## config.mk

```make
export PLATFORM = sky130hd
export DESIGN_NAME = shared_mux_arbiter
export DESIGN_NICKNAME = d
export VERILOG_FILES = /design/src/rtl/shared_mux_arbiter.sv
export SDC_FILE = /design/constraint.sdc
export NUM_CORES = 1
export LEC_CHECK = 0
export BUFFER_PORTS_ARGS = -buffer_cell sky130_fd_sc_hd__buf_2
export CORE_AREA = 8 8 55 57
export CTS_BUF_LIST = sky130_fd_sc_hd__clkbuf_16
export DETAILED_ROUTE_END_ITERATION = 12
export DIE_AREA = 0 0 63 65
export PLACE_DENSITY = 0.71
export REMOVE_ABC_BUFFERS = 1
export SYNTH_ARGS = -nofsm -noshare
export SYNTH_HDL_FRONTEND = slang
export SYNTH_SLANG_ARGS = --single-unit
```

## constraint.sdc

```tcl
create_clock -name clk -period 2.1 [get_ports clk]
set_input_delay 0.42 -clock clk [delete_from_list [all_inputs] [get_ports clk]]
set_output_delay 0.42 -clock clk [all_outputs]
set_load 0.02 [all_outputs]
```

## src/rtl/shared_mux_arbiter.sv

```systemverilog
// Round-robin arbiter that funnels N_REQ valid/ready requesters through one shared
// data mux into a single registered output slot with full-throughput handoff.
module shared_mux_arbiter #(
  parameter int N_REQ = 4,
  parameter int W     = 8
) (
  input  logic                       clk,
  input  logic                       rst_n,
  input  logic [N_REQ-1:0]           req_valid,
  input  logic [N_REQ*W-1:0]         req_data,
  output logic [N_REQ-1:0]           req_ready,
  output logic                       out_valid,
  output logic [W-1:0]               out_data,
  output logic [$clog2(N_REQ)-1:0]   out_src,
  input  logic                       out_ready
);

  localparam int PW = $clog2(N_REQ);

  typedef logic [PW-1:0] idx_t;
  typedef enum logic {ST_EMPTY = 1'b0, ST_FULL = 1'b1} state_t;

  state_t      r_state;
  state_t      w_state_nxt;
  idx_t        r_ptr;
  idx_t        r_src;
  logic [W-1:0] r_data;

  idx_t         w_winner;
  idx_t         w_ptr_nxt;
  logic [W-1:0] w_sel_data;
  logic [N_REQ-1:0] w_onehot;
  logic         w_accept;
  logic         w_any;
  logic         w_grant;

  // Index addition wrapped modulo N_REQ; one subtraction suffices since both operands are < N_REQ.
  function automatic idx_t wrap_add(input idx_t base, input int off);
    logic [PW:0] sum;
    sum = {1'b0, base} + (PW+1)'(off);
    if (sum >= (PW+1)'(N_REQ)) begin
      sum = sum - (PW+1)'(N_REQ);
    end else begin
      sum = sum;
    end
    return sum[PW-1:0];
  endfunction

  assign w_accept = (r_state == ST_EMPTY) || out_ready;
  assign w_any    = |req_valid;
  assign w_grant  = rst_n && w_accept && w_any;

  // Scan upward from the pointer; the first valid requester wins.
  always_comb begin
    logic found;
    idx_t idx;
    found    = 1'b0;
    idx      = '0;
    w_winner = '0;
    for (int k = 0; k < N_REQ; k++) begin
      idx = wrap_add(r_ptr, k);
      if (!found && req_valid[idx]) begin
        found    = 1'b1;
        w_winner = idx;
      end else begin
        found    = found;
      end
    end
  end

  // Winner decode and AND-OR data mux; readiness never looks at req_data.
  always_comb begin
    w_onehot   = '0;
    w_sel_data = '0;
    for (int i = 0; i < N_REQ; i++) begin
      w_onehot[i] = (idx_t'(i) == w_winner);
      w_sel_data  = w_sel_data | (req_data[i*W +: W] & {W{w_onehot[i]}});
    end
  end

  assign req_ready = w_grant ? w_onehot : '0;
  assign w_ptr_nxt = wrap_add(w_winner, 1);

  // Output-slot occupancy: leaves FULL only when drained with nothing to replace it.
  always_comb begin
    w_state_nxt = r_state;
    case (r_state)
      ST_EMPTY: w_state_nxt = w_any ? ST_FULL : ST_EMPTY;
      ST_FULL: begin
        if (out_ready) begin
          w_state_nxt = w_any ? ST_FULL : ST_EMPTY;
        end else begin
          w_state_nxt = ST_FULL;
        end
      end
      default:  w_state_nxt = ST_EMPTY;
    endcase
  end

  // State register.
  always_ff @(posedge clk) begin
    if (!rst_n) begin
      r_state <= ST_EMPTY;
    end else begin
      r_state <= w_state_nxt;
    end
  end

  // Word, source and pointer load only on a grant; otherwise they hold.
  always_ff @(posedge clk) begin
    if (!rst_n) begin
      r_data <= '0;
      r_src  <= '0;
      r_ptr  <= '0;
    end else if (w_grant) begin
      r_data <= w_sel_data;
      r_src  <= w_winner;
      r_ptr  <= w_ptr_nxt;
    end
  end

  assign out_valid = (r_state == ST_FULL);
  assign out_data  = r_data;
  assign out_src   = r_src;

endmodule

```

==> results of run 1 <==
-- stage by stage --
step | total power [W] | instances | setup WS (ns) | hold slack (ns)
after global placement | 0.000659 | 174 | -0.0244 | 0.466
after floorplan | 0.000521 | 84 | 0.0299 | 0.538
final | 0.00108 | 183 | -0.00992 | 0.492
after detailed placement | 0.000667 | 174 | -0.101 | 0.489
after global routing | 0.00113 | 183 | -0.0730 | 0.521
after CTS | 0.00104 | 179 | -0.0135 | 0.496
-- layout by cell type, fill, tap and decap left out, types with 2 or more instances in the layout --
cell        n
dfxtp_1    12
nand2_1     2
inv_1       2
buf_2      49
and3_1      3
buf_6       2
a311oi_2    8
nand2b_1    2
buf_4      16
a22oi_1    16
ha_2        4
clkbuf_16   3
a21oi_1    10
nand3_1     3
-- critical path: stages (launching register included) --
cell and delay, ns:
dfxtp_4 0.39, nand2_2 0.07, a311oi_4 0.31, or2_1 0.19
ha_2 0.19, and3_4 0.18, buf_6 0.11
-- sequential cells by signal, summed over array words and instances (netlist names) --
signal	cells
out_data	8
out_src	2
r_ptr	2
out_valid	1
-- worst paths after layout --
check | from | end | slack [ns] | cells after the start
hold / removal | out_src[1]$_SDFFE_PN0P_ | out_src[1]$_SDFFE_PN0P_ | 0.49 | 2
setup reg to reg | r_ptr[1]$_SDFFE_PN0P_ | out_data[6]$_SDFFE_PN0P_ | 0.26 | 7
setup / recovery | r_ptr[1]$_SDFFE_PN0P_ | req_ready[0] | -0.01 | 6
hold reg to reg | out_src[1]$_SDFFE_PN0P_ | out_src[1]$_SDFFE_PN0P_ | 0.49 | 2
-- cells by family after synthesis --
group,Yosys count
AOI/OAI and AO/OA,42
and+or+nand+nor,22
DFF,13
buffers and inverters,11
adders and majority gates,4
muxes,1
-- layout make-up --
cell class | instances | area (um^2)
Clock buffer | 3 | 75.1
Clock inverter | 1 | 3.75
Fill cell | 182 | 766
Inverter | 2 | 7.51
Multi-Input combinational cell | 69 | 609
Sequential cell | 13 | 264
Tap cell | 28 | 35.0
Timing Repair Buffer | 67 | 388
-- timing repair --
item | in CTS | in global routing
pin swaps | 2 | 5
setup endpoints to repair | 4 | 4
resized for setup | 5 | 18
setup buffers | 1 | 4
-- layer usage --
| layer | wire length, um | vias to the layer above |
|---|---|---|
| li1 | - | 493 |
| met1 | 1320 | 486 |
| met2 | 1690 | 48 |
| met3 | 274 | 4 |
| met4 | 50 | 0 |
| met5 | 0 | - |
-- power by group --
group | total [W] | switching (W) | internal, W | leakage [nW]
registers | 0.000308 | 0.0000249 | 0.000283 | 0.109
clock network | 0.000356 | 0.000105 | 0.000251 | 0.0423
logic | 0.000416 | 0.000221 | 0.000195 | 0.491
==> impl_table.tex, run 1 <==
\begin{tabular}{lr}
\hline
Metric & Value \\
\hline
\multicolumn{2}{l}{\textbf{Power and ir drop}} \\
\quad PwrDens & 782 nW/um\^{}2 \\
\quad Static power due to leakage & 0.642 nW \\
\quad Max IR drop VDD & 0.525 mV \\
\multicolumn{2}{l}{\textbf{Synthesis}} \\
\quad Adder and majority gate portion of the synthesized area & 5.87\% \\
\quad Simple-gate share of the synthesized area & 15.2\% \\
\quad Biggest area contributors in the synthesized netlist & dfxtp\_1 30\%, a22oi\_1 14\%, a311oi\_2 14\%, a21oi\_1 6.5\%, ha\_1 5.9\% \\
\quad Number of distinct standard cells referenced by the synthesized netlist & 29 \\
\quad Top FF cell, synth & dfxtp\_1 \\
\quad Proportion of synthesized flip-flops having asynchronous set or reset & 0\% \\
\quad Proportion of netlist area held by the largest area contributor & 30.5\% \\
\quad Post-Syn Instances & 93 \\
\quad Area share of xor/xnor cells in the synthesized design & 0\% \\
\quad Mean post-synth cell area & 9.18 um\^{}2 \\
\quad Fraction of the mapped netlist area in compound gates & 41.5\% \\
\quad Dominant combinational cell family by area after synthesis & compound AO/OA/AOI/OAI gates \\
\quad Multiplexer area fraction after synthesis & 1.17\% \\
\quad Synth top cells by count & 16 x a22oi\_1, 13 x dfxtp\_1, 11 x a21oi\_1, 8 x a311oi\_2 \\
\quad Most frequent cell after synthesis & a22oi\_1 \\
\quad Post-synth design cell area & 853 um\^{}2 \\
\quad Yosys warning total & 0 \\
\quad Post-synth top area cell & dfxtp\_1 \\
\quad Share of the yosys chip area belonging to registers & 30.5\% \\
\quad Number of synthesized register bits & 13 \\
\quad EDFF count, synth & 0 \\
\multicolumn{2}{l}{\textbf{Outcome}} \\
\quad Violated checks & setup timing \\
\quad Status & finished, violations left \\
\multicolumn{2}{l}{\textbf{Final layout}} \\
\quad \# diodes & 0 \\
\quad Share of post-route cells with drive strength above 1 & 60.6\% \\
\quad Area delta synth->final & 62.0\% \\
\quad Final design area excluding fillers & 1380 um\^{}2 \\
\quad Final standard cell utilization of the core & 64.4\% \\
\quad Final nets & 199 \\
\multicolumn{2}{l}{\textbf{Worst setup path}} \\
\quad Signal arrival time at the worst endpoint & 1.69 ns \\
\quad Kind of start point of the critical path & flop \\
\quad Maximum net fanout on the critical path & 6 \\
\quad Class of the most critical setup path & reg -> out \\
\quad Crit end category & output port \\
\quad Required @ worst endpoint & 1.68 ns \\
\multicolumn{2}{l}{\textbf{Drt}} \\
\quad Via count of the routed design & 1,031 \\
\quad Detailed-route wire length & 3.33 mm \\
\quad Via-to-Cell Ratio & 5.63 \\
\quad Final routed DRC violation total & 0 \\
\quad Router iterations before antenna repair & 4 \\
\quad Number of DRC violations after detailed-routing iteration 0 & 67 \\
\quad Antenna Violating Nets Remaining & 0 \\
\quad Average wire per cell in the routed design & 18.2 um \\
\multicolumn{2}{l}{\textbf{Placed design}} \\
\quad DP Area & 1180 um\^{}2 \\
\quad Number of input and output port buffers inserted & 53 \\
\quad Placer Congestion & 0.772 \\
\quad Half-perimeter wire length after detailed placement & 2.29 mm \\
\multicolumn{2}{l}{\textbf{Global route}} \\
\quad Met3 GRT Util & 4.12\% \\
\quad Top Usage Layer GRT & met2 \\
\quad Overall overflow remaining after global route & 0 \\
\quad Met1 usage in global routing & 17.4\% \\
\quad Vias in the first global route & 1,092 \\
\quad Antenna violations before repair & 0 \\
\quad First-pass GRT wire length & 5.11 mm \\
\quad Global-route usage over all layers & 15.2\% \\
\quad Largest net degree at the start of global routing & 15 \\
\quad Fraction of met2 tracks used by global routing & 25.6\% \\
\multicolumn{2}{l}{\textbf{Timing}} \\
\quad Number of endpoints failing setup at the final stage & 1 \\
\quad Final clock period utilization by the worst path & 100\% \\
\quad Fmax & 474 MHz \\
\quad Transition time of the tightest slew-check pin & 0.288 ns \\
\quad Count of endpoints failing hold in the final timing report & 0 \\
\quad Clock skew after layout & 0.00181 ns \\
\quad Setup WS post-layout & -0.00992 ns \\
\quad Max-slew headroom at the worst pin & 80.8\% \\
\quad Final Critical Period & 2.11 ns \\
\quad Final-report max-slew violation count & 0 \\
\quad Final sum of negative setup slack & -0.00992 ns \\
\quad Unrepaired setup endpoints after global routing & yes \\
\multicolumn{2}{l}{\textbf{Floorplan}} \\
\quad Count of standard-cell rows & 17 \\
\quad Core area & 2150 um\^{}2 \\
\quad Floorplan die width & 63 um \\
\quad Count of pins on the block boundary & 54 \\
\quad Die Footprint & 4100 um\^{}2 \\
\quad Starting density of the core & 39.7\% \\
\quad Die Y & 65 um \\
\multicolumn{2}{l}{\textbf{Clocking}} \\
\quad CTS H-Tree Depth & 1 \\
\quad Number of sinks handled by clock tree synthesis & 13 \\
\quad Clock latency on the worst-skew pair & 0.24 ns \\
\quad CTS clk-pin slew, worst paths & 0.05 ns \\
\quad Number of buffers inserted during clock tree synthesis & 3 \\
\quad CTS tree & yes \\
\quad Library cell used as clock root buffer & clkbuf\_16 \\
\quad Hold buffer count at cts & 0 \\
\quad CTS max path bufs & 2 \\
\multicolumn{2}{l}{\textbf{Worst hold path}} \\
\quad Path category of the worst min-delay check & reg -> reg \\
\multicolumn{2}{l}{\textbf{Flow run}} \\
\quad Number of max-capacitance violations reported & 0 \\
\hline
\end{tabular}
Note: power is estimated with default switching activity, not from simulation.
==> run 2, diff against run 1 <==
--- a/config.mk
+++ b/config.mk
@@ -6,11 +6,11 @@
 export NUM_CORES = 1
 export LEC_CHECK = 0
 export BUFFER_PORTS_ARGS = -buffer_cell sky130_fd_sc_hd__buf_2
-export CORE_AREA = 8 8 55 57
+export CORE_AREA = 8 8 58 60
 export CTS_BUF_LIST = sky130_fd_sc_hd__clkbuf_16
 export DETAILED_ROUTE_END_ITERATION = 12
-export DIE_AREA = 0 0 63 65
-export PLACE_DENSITY = 0.71
+export DIE_AREA = 0 0 66 68
+export PLACE_DENSITY = 0.66
 export REMOVE_ABC_BUFFERS = 1
 export SYNTH_ARGS = -nofsm -noshare
 export SYNTH_HDL_FRONTEND = slang
==> constraint.sdc (replaced) <==
create_clock -name clk -period 1.9 [get_ports clk]
set_input_delay 0.38 -clock clk [delete_from_list [all_inputs] [get_ports clk]]
set_output_delay 0.38 -clock clk [all_outputs]
set_load 0.02 [all_outputs]
==> impl_table.tex, run 2 (synthesized netlist as in run 1, its figures left out) <==
\begin{tabular}{lr}
\hline
Metric & Value \\
\hline
\multicolumn{2}{l}{\textbf{Power and ir drop}} \\
\quad Post-layout total power & 0.00122 W (was 0.00108 W) \\
\quad Static power due to leakage & 0.635 nW (was 0.642 nW) \\
\quad PwrDens & 857 nW/um\^{}2 (was 782 nW/um\^{}2) \\
\quad Max IR drop VDD & 0.567 mV (was 0.525 mV) \\
\multicolumn{2}{l}{\textbf{Placed design}} \\
\quad Half-perimeter wire length after detailed placement & 2.34 mm (was 2.29 mm) \\
\quad Number of input and output port buffers inserted & 53 (unchanged) \\
\quad DP Area & 1210 um\^{}2 (was 1180 um\^{}2) \\
\quad Placer Congestion & 0.853 (was 0.772) \\
\multicolumn{2}{l}{\textbf{Worst setup path}} \\
\quad Reg-to-reg critical path startpoint & r\_ptr[1]\$\_SDFFE\_PN0P\_ (unchanged) \\
\quad Worst R2R Setup Slack & 0.04 ns (was 0.26 ns) \\
\quad Worst setup path endpoint & req\_ready[3] (was req\_ready[0]) \\
\quad R2r worst-path depth & 8 (was 7) \\
\quad Signal arrival time at the worst endpoint & 1.77 ns (was 1.69 ns) \\
\quad Maximum net fanout on the critical path & 5 (was 6) \\
\quad Required @ worst endpoint & 1.52 ns (was 1.68 ns) \\
\quad Kind of start point of the critical path & flop (unchanged) \\
\quad Crit end category & output port (unchanged) \\
\quad Class of the most critical setup path & reg -> out (unchanged) \\
\quad Worst reg2reg path endpoint & out\_data[1]\$\_SDFFE\_PN0P\_ (was out\_data[6]\$\_SDFFE\_PN0P\_) \\
\quad Startpoint of the worst setup timing path & r\_ptr[1]\$\_SDFFE\_PN0P\_ (unchanged) \\
\multicolumn{2}{l}{\textbf{Final layout}} \\
\quad Final nets & 199 (unchanged) \\
\quad Share of post-route cells with drive strength above 1 & 63.9\% (was 60.6\%) \\
\quad Final standard cell utilization of the core & 55.4\% (was 64.4\%) \\
\quad Area delta synth->final & 66.7\% (was 62.0\%) \\
\quad Most common library cell in the layout ignoring fill and taps & buf\_2 (unchanged) \\
\quad Top library cells by usage in the layout, fill and taps aside & 49 x buf\_2, 15 x a22oi\_1, 13 x buf\_4 (was 49 x buf\_2, 16 x a22oi\_1, 16 x buf\_4) \\
\quad \# diodes & 0 (unchanged) \\
\quad Final design area excluding fillers & 1420 um\^{}2 (was 1380 um\^{}2) \\
\quad Number of flip-flops in the largest register & 8 (unchanged) \\
\multicolumn{2}{l}{\textbf{Timing}} \\
\quad Worst-case hold slack & 0.463 ns (was 0.492 ns) \\
\quad Final-report max-slew violation count & 0 (unchanged) \\
\quad Final Critical Period & 2.15 ns \\
\quad Max-slew headroom at the worst pin & 76.4\% (was 80.8\%) \\
\quad Setup WS post-layout & -0.246 ns (was -0.00992 ns) \\
\quad Final clock period utilization by the worst path & 113\% \\
\quad Fmax & 466 MHz \\
\quad Clock skew after layout & 0.00132 ns (was 0.00181 ns) \\
\quad Transition time of the tightest slew-check pin & 0.355 ns (was 0.288 ns) \\
\quad Count of endpoints failing hold in the final timing report & 0 (unchanged) \\
\quad Number of endpoints failing setup at the final stage & 4 (was 1) \\
\quad Unrepaired setup endpoints after global routing & yes (unchanged) \\
\multicolumn{2}{l}{\textbf{Clocking}} \\
\quad CTS H-Tree Depth & 1 (unchanged) \\
\quad Number of buffers inserted during clock tree synthesis & 3 (unchanged) \\
\quad CTS max path bufs & 2 (unchanged) \\
\quad Library cell used as clock root buffer & clkbuf\_16 (unchanged) \\
\quad CTS tree & yes (unchanged) \\
\quad Number of sinks handled by clock tree synthesis & 13 (unchanged) \\
\quad CTS clk-pin slew, worst paths & 0.05 ns (about the same) \\
\quad Clock latency on the worst-skew pair & 0.24 ns (about the same) \\
\multicolumn{2}{l}{\textbf{Global route}} \\
\quad Vias in the first global route & 1,056 (was 1,092) \\
\quad Overall overflow remaining after global route & 0 (unchanged) \\
\quad Antenna violations before repair & 0 (unchanged) \\
\quad Global-route usage over all layers & 14.6\% (was 15.2\%) \\
\quad Largest net degree at the start of global routing & 15 (unchanged) \\
\quad First-pass GRT wire length & 5.17 mm (was 5.11 mm) \\
\multicolumn{2}{l}{\textbf{Drt}} \\
\quad Antenna Violating Nets Remaining & 0 (unchanged) \\
\quad Average wire per cell in the routed design & 18.0 um (was 18.2 um) \\
\quad Via count of the routed design & 1,056 (was 1,031) \\
\quad Router iterations before antenna repair & 4 (unchanged) \\
\quad Number of DRC violations after detailed-routing iteration 0 & 89 (was 67) \\
\quad Detailed-route wire length & 3.35 mm (was 3.33 mm) \\
\quad Via-to-Cell Ratio & 5.68 (was 5.63) \\
\quad Final routed DRC violation total & 0 (unchanged) \\
\multicolumn{2}{l}{\textbf{Floorplan}} \\
\quad Floorplan die width & 66 um (was 63 um) \\
\quad Core area & 2570 um\^{}2 (was 2150 um\^{}2) \\
\quad Die Footprint & 4490 um\^{}2 (was 4100 um\^{}2) \\
\quad Count of pins on the block boundary & 54 (unchanged) \\
\quad Die Y & 68 um (was 65 um) \\
\quad Count of standard-cell rows & 19 (was 17) \\
\quad Starting density of the core & 33.2\% (was 39.7\%) \\
\multicolumn{2}{l}{\textbf{Worst hold path}} \\
\quad Path category of the worst min-delay check & in -> reg (was reg -> reg) \\
\multicolumn{2}{l}{\textbf{Flow run}} \\
\quad Number of max-capacitance violations reported & 0 (unchanged) \\
\multicolumn{2}{l}{\textbf{Outcome}} \\
\quad Status & finished, violations left (unchanged) \\
\quad Violated checks & setup timing (unchanged) \\
\hline
\end{tabular}
## run 2: cell count changes in the layout (fill, tap and decap cells not counted), moves of 2 or more
cell    delta
ha_2       -2
ha_4       +2
buf_6      +3
and3_1     -3
and3_4     +3
buf_4      -3
## run 2: worst min path at each step
stage | start | cells after the start | slack [ns] | endpoint
floorplan | rst_n | 1 | 0.52 | r_ptr[0]$_SDFFE_PN0P_
global placement | out_src[0]$_SDFFE_PN0P_ | 2 | 0.46 | out_src[0]$_SDFFE_PN0P_
detailed placement | out_src[0]$_SDFFE_PN0P_ | 2 | 0.46 | out_src[0]$_SDFFE_PN0P_
CTS | req_valid[3] | 3 | 0.45 | out_valid$_SDFF_PN0_
global route | out_src[0]$_SDFFE_PN0P_ | 2 | 0.48 | out_src[0]$_SDFFE_PN0P_
finish | req_valid[1] | 3 | 0.46 | out_valid$_SDFF_PN0_
## run 2: layout make-up
| cell class | count | area (um^2) |
|---|---|---|
| multi-input combinational | 69 | 633 |
| tap | 31 | 38.8 |
| clock inverter | 1 | 3.75 |
| clock buffer | 3 | 75.1 |
| timing repair buffer | 67 | 399 |
| fill | 231 | 1140 |
| inverter | 2 | 7.51 |
| sequential | 13 | 265 |
## run 2: layer usage
layer  global-route usage, %  routed length, um  vias to the layer above
met5                       0                  0                        -
met4                    5.33                 61                        0
met3                    3.27                190                        6
met2                    25.7               1820                       41
met1                    17.1               1270                      515
li1                        -                  -                      494
## run 2: critical path: stages, from the launching register on
cell and delay [ns]:
dfxtp_4 0.37, buf_6 0.10, mux2i_1 0.21, o22ai_2 0.13
nor2b_2 0.19, ha_2 0.21, and3_4 0.19, buf_6 0.11
## run 2: where the power goes
group          leakage, nW  internal, W  switching [W]
Combinational        0.484     0.000229       0.000254
Sequential           0.109     0.000313      0.0000239
Clock               0.0423     0.000278       0.000120
Total                0.635     0.000820       0.000399
## run 2: stage by stage
| stage | instances | setup WS [ns] | setup TNS (ns) |
|---|---|---|---|
| after global placement | 180 | -0.0984 | -0.509 |
| final | 186 | -0.246 | -0.841 |
| after global routing | 186 | -0.314 | -1.22 |
| after floorplan | 84 | -0.0901 | -0.361 |
| after detailed placement | 180 | -0.124 | -0.948 |
| after CTS | 187 | -0.151 | -0.596 |
## run 2: timing repair
item / in CTS / in global routing
resized for setup: 25 / 6
hold buffers: 0 / 0
buffers inserted: 3 / 1
endpoints found under the setup margin: 4 / 12
pin swaps: 4 / 2
==> run 3, diff against run 2 <==
--- a/config.mk
+++ b/config.mk
@@ -6,11 +6,13 @@
 export NUM_CORES = 1
 export LEC_CHECK = 0
 export BUFFER_PORTS_ARGS = -buffer_cell sky130_fd_sc_hd__buf_2
-export CORE_AREA = 8 8 58 60
+export CELL_PAD_IN_SITES_DETAIL_PLACEMENT = 1
+export CELL_PAD_IN_SITES_GLOBAL_PLACEMENT = 1
+export CORE_AREA = 8 8 67 69
 export CTS_BUF_LIST = sky130_fd_sc_hd__clkbuf_16
 export DETAILED_ROUTE_END_ITERATION = 12
-export DIE_AREA = 0 0 66 68
-export PLACE_DENSITY = 0.66
+export DIE_AREA = 0 0 75 77
+export PLACE_DENSITY = 0.68
 export REMOVE_ABC_BUFFERS = 1
 export SYNTH_ARGS = -nofsm -noshare
 export SYNTH_HDL_FRONTEND = slang
==> impl_table.tex, run 3 (synthesized netlist as in run 1, its figures left out) <==
\begin{tabular}{lr}
\hline
Metric & Value \\
\hline
\multicolumn{2}{l}{\textbf{Outcome}} \\
\quad Status & finished, violations left (unchanged) \\
\quad Violated checks & setup timing (unchanged) \\
\multicolumn{2}{l}{\textbf{Placed design}} \\
\quad Placer Congestion & 0.788 (was 0.853) \\
\quad DP Area & 1230 um\^{}2 (was 1210 um\^{}2) \\
\quad Cell count after placement & 198 (was 180) \\
\quad Number of input and output port buffers inserted & 53 (unchanged) \\
\quad Half-perimeter wire length after detailed placement & 2.83 mm (was 2.34 mm) \\
\quad DP Worst Slack & -0.175 ns (was -0.124 ns) \\
\multicolumn{2}{l}{\textbf{Global route}} \\
\quad First-pass GRT wire length & 5.83 mm (was 5.17 mm) \\
\quad Overall overflow remaining after global route & 0 (unchanged) \\
\quad Vias in the first global route & 1,285 (was 1,056) \\
\quad Antenna violations before repair & 0 (unchanged) \\
\quad Global-route usage over all layers & 12.8\% (was 14.6\%) \\
\quad Largest net degree at the start of global routing & 15 (unchanged) \\
\multicolumn{2}{l}{\textbf{Flow run}} \\
\quad Number of max-capacitance violations reported & 0 (unchanged) \\
\multicolumn{2}{l}{\textbf{Final layout}} \\
\quad Most common library cell in the layout ignoring fill and taps & buf\_2 (unchanged) \\
\quad Number of flip-flops in the largest register & 8 (unchanged) \\
\quad Final design area excluding fillers & 1510 um\^{}2 (was 1420 um\^{}2) \\
\quad Area delta synth->final & 77.3\% (was 66.7\%) \\
\quad Top library cells by usage in the layout, fill and taps aside & 48 x buf\_2, 22 x buf\_4, 16 x a22oi\_1 (was 49 x buf\_2, 15 x a22oi\_1, 13 x buf\_4) \\
\quad \# diodes & 0 (unchanged) \\
\quad Final nets & 206 (was 199) \\
\quad Share of post-route cells with drive strength above 1 & 64.8\% (was 63.9\%) \\
\quad Post-layout instance count excluding filler cells & 210 (was 186) \\
\multicolumn{2}{l}{\textbf{Drt}} \\
\quad Antenna Violating Nets Remaining & 0 (unchanged) \\
\quad Final routed DRC violation total & 0 (unchanged) \\
\quad Average wire per cell in the routed design & 17.6 um (was 18.0 um) \\
\quad Via count of the routed design & 1,056 (unchanged) \\
\quad Detailed-route wire length & 3.69 mm (was 3.35 mm) \\
\quad Via-to-Cell Ratio & 5.03 (was 5.68) \\
\quad Router iterations before antenna repair & 4 (unchanged) \\
\quad Number of DRC violations after detailed-routing iteration 0 & 45 (was 89) \\
\multicolumn{2}{l}{\textbf{Power and ir drop}} \\
\quad PwrDens & 823 nW/um\^{}2 (was 857 nW/um\^{}2) \\
\quad Max IR drop VDD & 0.270 mV (was 0.567 mV) \\
\quad Post-layout total power & 0.00124 W (was 0.00122 W) \\
\quad Static power due to leakage & 0.683 nW (was 0.635 nW) \\
\multicolumn{2}{l}{\textbf{Clocking}} \\
\quad Hold buffer count at cts & 0 (unchanged) \\
\quad Clock latency on the worst-skew pair & 0.24 ns (about the same) \\
\quad CTS H-Tree Depth & 1 (unchanged) \\
\quad CTS max path bufs & 2 (unchanged) \\
\quad CTS tree & yes (unchanged) \\
\quad Number of sinks handled by clock tree synthesis & 13 (unchanged) \\
\quad CTS clk-pin slew, worst paths & 0.04 ns (was 0.05 ns) \\
\quad Number of buffers inserted during clock tree synthesis & 3 (unchanged) \\
\quad Library cell used as clock root buffer & clkbuf\_16 (unchanged) \\
\multicolumn{2}{l}{\textbf{Worst setup path}} \\
\quad Required @ worst endpoint & 1.52 ns (about the same) \\
\quad Signal arrival time at the worst endpoint & 1.67 ns (was 1.77 ns) \\
\quad Maximum net fanout on the critical path & 5 (unchanged) \\
\quad Class of the most critical setup path & reg -> out (unchanged) \\
\quad Crit end category & output port (unchanged) \\
\quad Kind of start point of the critical path & flop (unchanged) \\
\multicolumn{2}{l}{\textbf{Timing}} \\
\quad Number of endpoints failing setup at the final stage & 5 (was 4) \\
\quad Fmax & 489 MHz (was 466 MHz) \\
\quad Transition time of the tightest slew-check pin & 0.393 ns (was 0.355 ns) \\
\quad Final clock period utilization by the worst path & 108\% (was 113\%) \\
\quad Clock skew after layout & 0.000750 ns (was 0.00132 ns) \\
\quad Final Critical Period & 2.05 ns (was 2.15 ns) \\
\quad Count of endpoints failing hold in the final timing report & 0 (unchanged) \\
\quad Final-report max-slew violation count & 0 (unchanged) \\
\quad Setup WS post-layout & -0.145 ns (was -0.246 ns) \\
\quad Max-slew headroom at the worst pin & 73.6\% (was 76.4\%) \\
\quad Unrepaired setup endpoints after global routing & yes (unchanged) \\
\multicolumn{2}{l}{\textbf{Floorplan}} \\
\quad Die Footprint & 5780 um\^{}2 (was 4490 um\^{}2) \\
\quad Count of pins on the block boundary & 54 (unchanged) \\
\quad Starting density of the core & 24.4\% (was 33.2\%) \\
\quad Die Y & 77 um (was 68 um) \\
\quad Core area & 3500 um\^{}2 (was 2570 um\^{}2) \\
\quad Floorplan die width & 75 um (was 66 um) \\
\quad Count of standard-cell rows & 22 (was 19) \\
\multicolumn{2}{l}{\textbf{Worst hold path}} \\
\quad Path category of the worst min-delay check & in -> reg (unchanged) \\
\hline
\end{tabular}
-- run 3: cell count changes in the layout (fill, tap and decap cells not counted), sizes merged --
cell	before	now
buf	67	74
-- run 3: where the power goes --
group | internal, W | leakage [nW] | total [W] | switching, W
logic | 0.000257 | 0.531 | 0.000525 | 0.000268
clock network | 0.000276 | 0.0423 | 0.000381 | 0.000105
registers | 0.000313 | 0.109 | 0.000338 | 0.0000248
total | 0.000847 | 0.683 | 0.00124 | 0.000398
-- run 3: worst paths after layout --
| path | cells after the start | end | from | slack [ns] |
|---|---|---|---|---|
| setup / recovery | 6 | req_ready[3] | r_ptr[1]$_SDFFE_PN0P_ | -0.15 |
| hold / removal | 3 | out_valid$_SDFF_PN0_ | req_valid[2] | 0.47 |
| setup reg to reg | 8 | out_data[0]$_SDFFE_PN0P_ | r_ptr[1]$_SDFFE_PN0P_ | -0.01 |
| hold reg to reg | 2 | out_src[1]$_SDFFE_PN0P_ | out_src[1]$_SDFFE_PN0P_ | 0.48 |
-- run 3: routing by layer --
layer	part of all wire, %	up-vias	global-route usage, %
li1	-	505	-
met1	42	495	14.0
met2	49	50	22.4
met3	6.6	6	2.21
met4	2.0	0	6.27
met5	0	-	0
-- run 3: area by class of cell --
class	count	area [um^2]
fill	418	1980
multi-input combinational	69	648
timing repair buffer	74	450
sequential	13	268
clock buffer	3	75.1
tap	48	60.1
inverter	2	7.51
clock inverter	1	3.75
-- run 3: worst max-delay path: stages (launching register included) --
cell	delay (ns)
dfxtp_4	0.37
nand2_1	0.07
a311oi_2	0.30
nor2_1	0.18
ha_2	0.22
and3_4	0.17
buf_6	0.12
-- run 3: timing repair --
item	4_1_cts	5_1_grt
buffers inserted	6	2
setup endpoints to repair	8	12
pin swaps	5	1
gates resized for setup	32	2
-- run 3: through the flow --
| step | setup TNS [ns] | util [%] | hold WS [ns] |
|---|---|---|---|
| after floorplan | -0.361 | - | 0.522 |
| after global placement | -0.598 | 35.3 | 0.453 |
| after detailed placement | -1.75 | 35.3 | 0.483 |
| after CTS | -0.413 | 42.5 | 0.475 |
| after global routing | -0.942 | 43.3 | 0.492 |
| final | -0.436 | 43.3 | 0.471 |
